===== src/rtl/cpu_control.sv =====
// cpu_common control enums and the cpu_control multi-cycle sequencer.
// cpu_control latches one opcode per handshake. It drives the ALU, the
// register-file write mux, the stack pointer, the fetch unit and the
// data-memory port. Memory-class opcodes wait in S_MEM for mem_ack, with an
// optional timeout abort.

package cpu_common;
  typedef enum logic [2:0] {
    ALU_ADD = 3'd0, ALU_SUB = 3'd1, ALU_AND = 3'd2, ALU_OR = 3'd3,
    ALU_XOR = 3'd4, ALU_MUL = 3'd5, ALU_SR  = 3'd6, ALU_SL = 3'd7
  } alu_operation_t;

  typedef enum logic {
    ALU_RX = 1'b0, ALU_IMMEDIATE = 1'b1
  } alu_operand_t;

  typedef enum logic [1:0] {
    RF_MUX_IMM = 2'd0, RF_MUX_R0 = 2'd1, RF_MUX_ALU = 2'd2, RF_MUX_MEM = 2'd3
  } rf_mux_src_t;

  typedef enum logic [1:0] {
    SP_NOP = 2'd0, SP_INC_2 = 2'd1, SP_DEC_2 = 2'd2
  } sp_operation_t;

  typedef enum logic [1:0] {
    FETCH_NOP = 2'd0, FETCH_INC_PC = 2'd1, FETCH_RET = 2'd2
  } fetch_operation_t;
endpackage

module cpu_control
  import cpu_common::*;
#(
  parameter int unsigned MEM_TIMEOUT = 255
) (
  input  logic             clk,
  input  logic             rst,
  input  logic             instr_valid,
  output logic             instr_ready,
  input  logic [4:0]       opcode,
  input  logic             mem_ack,
  output alu_operation_t   alu_op,
  output alu_operand_t     alu_operand,
  output rf_mux_src_t      rf_mux_src,
  output logic             rf_we,
  output sp_operation_t    sp_op,
  output fetch_operation_t fetch_op,
  output logic             mem_req,
  output logic             mem_we,
  output logic             halted,
  output logic             illegal,
  output logic             mem_error
);

  localparam logic [4:0] OP_NOP  = 5'h00;
  localparam logic [4:0] OP_HALT = 5'h01;
  localparam logic [4:0] OP_LDI  = 5'h12;
  localparam logic [4:0] OP_MOV  = 5'h13;
  localparam logic [4:0] OP_LD   = 5'h14;
  localparam logic [4:0] OP_ST   = 5'h15;
  localparam logic [4:0] OP_PUSH = 5'h16;
  localparam logic [4:0] OP_POP  = 5'h17;
  localparam logic [4:0] OP_RET  = 5'h18;

  // Counter is sized to hold MEM_TIMEOUT; with MEM_TIMEOUT = 0 it is a dummy bit.
  localparam int unsigned CNT_W = (MEM_TIMEOUT > 0) ? $clog2(MEM_TIMEOUT + 1) : 1;
  localparam logic [CNT_W-1:0] TMO_LIMIT = CNT_W'(MEM_TIMEOUT);
  localparam bit TMO_EN = (MEM_TIMEOUT != 0);

  typedef enum logic [1:0] {
    S_IDLE = 2'd0, S_EXEC = 2'd1, S_MEM = 2'd2, S_HALT = 2'd3
  } state_t;

  state_t           state;
  state_t           state_next;
  logic [4:0]       op_q;
  logic [CNT_W-1:0] tmo_cnt;
  logic             timeout_hit;

  assign timeout_hit = TMO_EN && (tmo_cnt == TMO_LIMIT);
  assign halted      = (state == S_HALT);

  // State register and opcode latch (opcode captured on the accept handshake).
  always_ff @(posedge clk) begin
    if (rst) begin
      state <= S_IDLE;
      op_q  <= OP_NOP;
    end else begin
      state <= state_next;
      if (state == S_IDLE && instr_valid) begin
        op_q <= opcode;
      end
    end
  end

  // Memory wait counter: zero outside S_MEM, counts un-acked S_MEM cycles.
  always_ff @(posedge clk) begin
    if (rst) begin
      tmo_cnt <= {CNT_W{1'b0}};
    end else if (state != S_MEM) begin
      tmo_cnt <= {CNT_W{1'b0}};
    end else if (TMO_EN && !mem_ack && !timeout_hit) begin
      tmo_cnt <= tmo_cnt + {{(CNT_W-1){1'b0}}, 1'b1};
    end else begin
      tmo_cnt <= tmo_cnt;
    end
  end

  // Next-state and per-cycle control outputs for the latched opcode.
  always_comb begin
    state_next  = state;
    instr_ready = 1'b0;
    alu_op      = ALU_ADD;
    alu_operand = ALU_RX;
    rf_mux_src  = RF_MUX_IMM;
    rf_we       = 1'b0;
    sp_op       = SP_NOP;
    fetch_op    = FETCH_NOP;
    mem_req     = 1'b0;
    mem_we      = 1'b0;
    illegal     = 1'b0;
    mem_error   = 1'b0;

    case (state)
      S_IDLE: begin
        instr_ready = 1'b1;
        if (instr_valid) begin
          state_next = S_EXEC;
        end else begin
          state_next = S_IDLE;
        end
      end

      S_EXEC: begin
        state_next = S_IDLE;
        case (op_q) inside
          OP_NOP: begin
            fetch_op = FETCH_INC_PC;
          end
          OP_HALT: begin
            state_next = S_HALT;
          end
          [5'h02:5'h09]: begin
            alu_op      = alu_operation_t'(3'(op_q - 5'h02));
            alu_operand = ALU_RX;
            rf_mux_src  = RF_MUX_ALU;
            rf_we       = 1'b1;
            fetch_op    = FETCH_INC_PC;
          end
          [5'h0A:5'h11]: begin
            alu_op      = alu_operation_t'(3'(op_q - 5'h0A));
            alu_operand = ALU_IMMEDIATE;
            rf_mux_src  = RF_MUX_ALU;
            rf_we       = 1'b1;
            fetch_op    = FETCH_INC_PC;
          end
          OP_LDI: begin
            rf_mux_src = RF_MUX_IMM;
            rf_we      = 1'b1;
            fetch_op   = FETCH_INC_PC;
          end
          OP_MOV: begin
            rf_mux_src = RF_MUX_R0;
            rf_we      = 1'b1;
            fetch_op   = FETCH_INC_PC;
          end
          OP_LD, OP_POP, OP_RET: begin
            mem_req    = 1'b1;
            mem_we     = 1'b0;
            state_next = S_MEM;
          end
          OP_ST: begin
            mem_req    = 1'b1;
            mem_we     = 1'b1;
            state_next = S_MEM;
          end
          OP_PUSH: begin
            sp_op      = SP_DEC_2;
            mem_req    = 1'b1;
            mem_we     = 1'b1;
            state_next = S_MEM;
          end
          default: begin
            // Undefined opcode retires as NOP with a one-cycle flag.
            fetch_op = FETCH_INC_PC;
            illegal  = 1'b1;
          end
        endcase
      end

      S_MEM: begin
        mem_req = 1'b1;
        mem_we  = (op_q == OP_ST) || (op_q == OP_PUSH);
        if (mem_ack) begin
          // An ack in the timeout cycle still completes normally.
          state_next = S_IDLE;
          case (op_q)
            OP_LD: begin
              rf_we      = 1'b1;
              rf_mux_src = RF_MUX_MEM;
              fetch_op   = FETCH_INC_PC;
            end
            OP_POP: begin
              rf_we      = 1'b1;
              rf_mux_src = RF_MUX_MEM;
              sp_op      = SP_INC_2;
              fetch_op   = FETCH_INC_PC;
            end
            OP_RET: begin
              sp_op    = SP_INC_2;
              fetch_op = FETCH_RET;
            end
            default: begin
              fetch_op = FETCH_INC_PC;
            end
          endcase
        end else if (timeout_hit) begin
          // Abort: drop the request, flag the error, retire nothing.
          mem_req    = 1'b0;
          mem_we     = 1'b0;
          mem_error  = 1'b1;
          state_next = S_IDLE;
        end else begin
          state_next = S_MEM;
        end
      end

      S_HALT: begin
        state_next = S_HALT;
      end

      default: begin
        state_next = S_IDLE;
      end
    endcase
  end

endmodule

===== config.mk =====
export PLATFORM = sky130hd
export DESIGN_NAME = cpu_control
export DESIGN_NICKNAME = d
export VERILOG_FILES = /design/src/rtl/cpu_control.sv
export SDC_FILE = /design/constraint.sdc
export NUM_CORES = 1
export LEC_CHECK = 0
export BUFFER_PORTS_ARGS = -buffer_cell sky130_fd_sc_hd__buf_4
export CAP_MARGIN = 40
export CORE_MARGIN = 4
export CORE_UTILIZATION = 45
export CTS_CLUSTER_DIAMETER = 100
export DETAILED_ROUTE_END_ITERATION = 10
export PLACE_DENSITY = 0.68
export SYNTH_ARGS = -nofsm -noshare
export SYNTH_HDL_FRONTEND = slang
export SYNTH_SLANG_ARGS = --single-unit

===== constraint.sdc =====
create_clock -name clk -period 2.5 [get_ports clk]
set_clock_uncertainty 0.1 [all_clocks]
set_input_delay 0.25 -clock clk [delete_from_list [all_inputs] [get_ports clk]]
set_output_delay 0.25 -clock clk [all_outputs]
set_load 0.005 [all_outputs]

# Word-level counts from Yosys, hierarchy flattened
# Index checks and enable logic that the tools add are counted.
# W data, S select, Z words.
[totals] reg_bits=15 inputBits=9 output_inout_bits=17 wordCells=136
[classes] n_addsub=3 magnitude_cmp=4 eq_ne=13 n_mux=100 reduce_logical=13
[op_table] operator="$mux W1" n=61
[op_table] operator="$mux W2" n=27
[op_table] operator="$eq A5 B5 Y1 const B" n=7
[op_table] operator="$mux W3" n=5
[op_table] operator="$pmux W2 S2" n=3
[op_table] operator="$add A8 B1 Y8 const B" n=1
[op_table] operator="$eq A8 B8 Y1 const B" n=1
[op_table] operator="$pmux W2 S4" n=1
[op_table] operator="$pmux W1 S2" n=3
[op_table] operator="$reduce_or A2 Y1" n=3
[op_table] operator="$sub A3 B2 Y3 const B" n=2
[op_table] operator="$eq A5 B1 Y1 const B" n=1
[op_table] operator="$ge A5 B2 Y1 const B" n=1
[op_table] operator="$ge A5 B4 Y1 const B" n=1
[op_table] operator="$le A5 B4 Y1 const B" n=1
[op_table] operator="$le A5 B5 Y1 const B" n=1
[op_table] operator="$logic_not A5 Y1" n=1
[op_table] operator="$eq A2 B2 Y1 const B" n=2
[op_table] operator="$logic_and A1 B1 Y1" n=4
[op_table] operator="$reduce_or A3 Y1" n=1
[op_table] operator="$eq A2 B1 Y1 const B" n=1
[op_table] operator="$logic_not A1 Y1" n=2
[op_table] operator="$logic_not A2 Y1" n=1
[op_table] operator="$ne A2 B2 Y1 const B" n=1
[op_table] operator="$logic_or A1 B1 Y1" n=1

# Longest topological paths before layout
[logic_depth] word_depth=11 ltp_mapped=8

# Least setup slack after synthesis
# OpenSTA, ideal clock, no wires.
[synth_path] kind="register to output" startpoint="reg op_q[1]" endpoint="out mem_req" t_arrival_ps=1757 path_slack_ps=393 stages_incl_launch_ff=8 n_path_buf=1 path_cell_list="dfxtp_1 > buf_2 > inv_1 > ha_1 > inv_1 > o311ai_1 > or2b_4 > o31ai_1"
[synth_between] elab_chain_cells=11
[synth_rtl] item="start, declared" line_no="75" rtl="logic [4:0] op_q;"
[synth_rtl] item="start signal, assigned" line_no="90" rtl="op_q <= opcode;"
[synth_rtl] item="$eq A5 B5 Y1"
[synth_rtl] item="$mux W1 (8 in a row)" line_no="135" rtl="case (op_q) inside"
[synth_rtl] item="$mux W1 *" line_no="135"
[synth_rtl] item="$pmux W1 S2 *" line_no="123" rtl="case (state)"
[synth_rtl] item="end, declared" line_no="47" rtl="output logic mem_req,"
# Every way passes the cells marked *; elsewhere a longest branch is shown, timed or not.

# Final worst setup path
[layout_path] startpoint="reg op_q[2]" endpoint="out mem_req"
# Same word-level chain as after synthesis.

==> out/metrics.yaml <==
worstMarginPinSlew_ns: 0.602
drcViolationCount: 0
grt_pass1_wl_mm: 4.51
fin_setup_tns_ns: 0
clock-root-buffer: "clkbuf_4"
worstRegToRegCells: 6
via_per_inst: 5.60
ir_drop_mv: 0.286
cts.sinks: 15
worst_ep_arrival_time_ns: 2.06
p_sw_frac: 0.304
synthDistinctLibCells: 46
internal-power_w: 0.000362
yosys_warnings: 0
placed_area_sq_um: 1330
maxSlewHeadroom: 0.593
gr-usage-all-layers: 0.166
totalWireLength_mm: 2.68
syn_area_per_cell_sq_um: 7.85
drtIter0Drc: 37
rsz0062_at_grt: "true"
layout_commonest_cell: "buf_4"
synth_edf_count: 0
numCtsBuffers: 3
grt_pass1_vias: 1031
p_per_area_nw_per_um2: 358
firstDrtPassIters: 4
timing.rr.start: "op_q[1]"
fp-row-count: 18
ff2ff_setup_slack_ns: 0.63
antenna_found_initial: 0
grt_max_degree: 17
final_cell_mix: "buf_4, nand2_1, nor2_1"
critPathMaxFanout: 7
switching_power_w: 0.000158
fin_nets: 187
max_freq_mhz: 415
synthCells: 146
gp_congestion: 0.824
slew_viol_final: 0
vias: 1120
io_buffers: 25
ys_seq_area_frac: 0.262
p_seq_frac: 0.497
coreArea_sq_um: 2450
maxCapViolations: 0
status: "complete, no violations"
die-area_sq_um: 3420
hold_viol: 0
p_total_w: 0.000521
min_period_over_period: 0.965
clkLatencyLatePin_ns: 0.28
ys_ff_latch: 15
die_y_um: 58.5
leakagePower_nw: 0.580
fin_crit_ns: 2.41
antenna_cells: 0
wl_per_cell_um: 13.4
combPwrFrac: 0.238
clkTransAtPathRegs_ns: 0.10
worstHoldStart: "rst"
finalInstanceArea_sq_um: 1460
hold_depth: 2
pwr-share-clk: 0.265
critPathKind: "register to output pin"
grt-ovfl-total: 0
worstHoldPathType: "primary input to register"
rr_endpoint: "state[1]"
antenna_left: 0
finalSetupViolations: 0
clockBufferDepth: 2
critical_path.endpoint_type: "output pin"
synth_nets: 162
startpoint_type: "register"
async_reset_ff_frac: 0
start_util: 0.467
cts_htree_levels: 1
synth_area_sq_um: 1150
whs_endpoint: "state[0]"
synthToLayoutAreaGrowth_pct: 27.1
io_pins: 26
cp_data_required_time_ns: 2.15
drive_gt1_frac: 0.312
synthFlopType: "dfxtp_1"
cts_tree: "built"
die_w_um: 58.5
fillers: 245
post-route-util: 0.593
hpwl_mm: 2.03
[sequential cells by signal (all words and copies together), names as in the netlist]
name	count
tmo_cnt	8
op_q	5
state	2
[cell usage after synthesis (all sizes together) (4+ instances only)]
library cell / count / share of area
buf: 5 / 0.037
dfxtp: 15 / 0.26
nor2b: 4 / 0.022
nor3: 8 / 0.035
nand2: 16 / 0.052
nand3: 11 / 0.048
a21oi: 7 / 0.031
inv: 7 / 0.023
ha: 7 / 0.076
xor2: 8 / 0.061
clkbuf: 4 / 0.013
nor2: 11 / 0.036
[critical path, cell delays in order (launching register included)]
cell and delay (ns):
dfxtp_4 0.39, inv_1 0.10, ha_1 0.19, nor2b_1 0.15, o311ai_4 0.24, or2b_4 0.33, o31ai_2 0.25, buf_4 0.15
[per-stage QoR]
stage | hold slack [ns] | setup WS (ns) | std cells
6_report | 0.0713 | 0.0887 | 200
3_3_place_gp | 0.375 | 0.275 | 194
5_1_grt | 0.0698 | -0.0479 | 200
4_1_cts | 0.0675 | 0.0235 | 198
2_1_floorplan | 0.297 | 0.393 | 146
3_5_place_dp | 0.377 | 0.142 | 194
[what timing repair did]
action | in CTS | in global routing
pin swaps | 0 | 3
endpoints found under the hold margin | 0 | 0
resized for setup | 5 | 15
setup buffers | 0 | 2
setup endpoints to repair | 6 | 7
hold buffers | 0 | 0
[layer usage]
| layer | vias up | share of wire | GRT usage |
|---|---|---|---|
| li1 | 578 | - | - |
| met4 | 0 | 0.013 | 0.0695 |
| met5 | - | 0 | 0 |
| met1 | 504 | 0.49 | 0.238 |
| met3 | 4 | 0.061 | 0.0351 |
| met2 | 34 | 0.43 | 0.238 |
[cell type report]
type | count | area [sq um] | share of cell area
Multi-Input combinational cell | 115 | 832 | 0.571
Timing Repair Buffer | 29 | 221 | 0.152
Sequential cell | 15 | 312 | 0.214
Clock inverter | 1 | 5.00 | 0.00344
Tap cell | 30 | 37.5 | 0.0258
Clock buffer | 3 | 22.5 | 0.0155
Inverter | 7 | 26.3 | 0.0180
[cells by family (layout without fill, tap and decap cells)]
kind of cell,after synthesis,in the layout,synth area share
simple gates,69,69,0.322
mux,1,1,0.00873
compound gates,29,29,0.189
flops,15,15,0.262
buf+inv,16,40,0.0731
xor+xnor,9,9,0.0688
fa+ha+maj,7,7,0.0764
[power by group through the flow]
stage | combinational (W) | clock (W) | sequential, W
floorplan | 0.0000869 | 0 | 0.000253
finish | 0.000124 | 0.000138 | 0.000259
detailed placement | 0.000104 | 0 | 0.000264
global route | 0.000137 | 0.000156 | 0.000261
global placement | 0.000102 | 0 | 0.000263
CTS | 0.000107 | 0.000144 | 0.000259
[how the worst max path moves through the flow]
stage                   from  endpoint  slack (ns)  cells after the start
finish               op_q[2]   mem_req        0.09                      7
global route         op_q[2]   mem_req       -0.05                      7
CTS                 state[0]     rf_we        0.02                      7
detailed placement   op_q[2]   mem_req        0.14                      7
global placement     op_q[2]    mem_we        0.27                      7
floorplan            op_q[1]   mem_req        0.39                      7
Power figures use the tool's default switching activity.
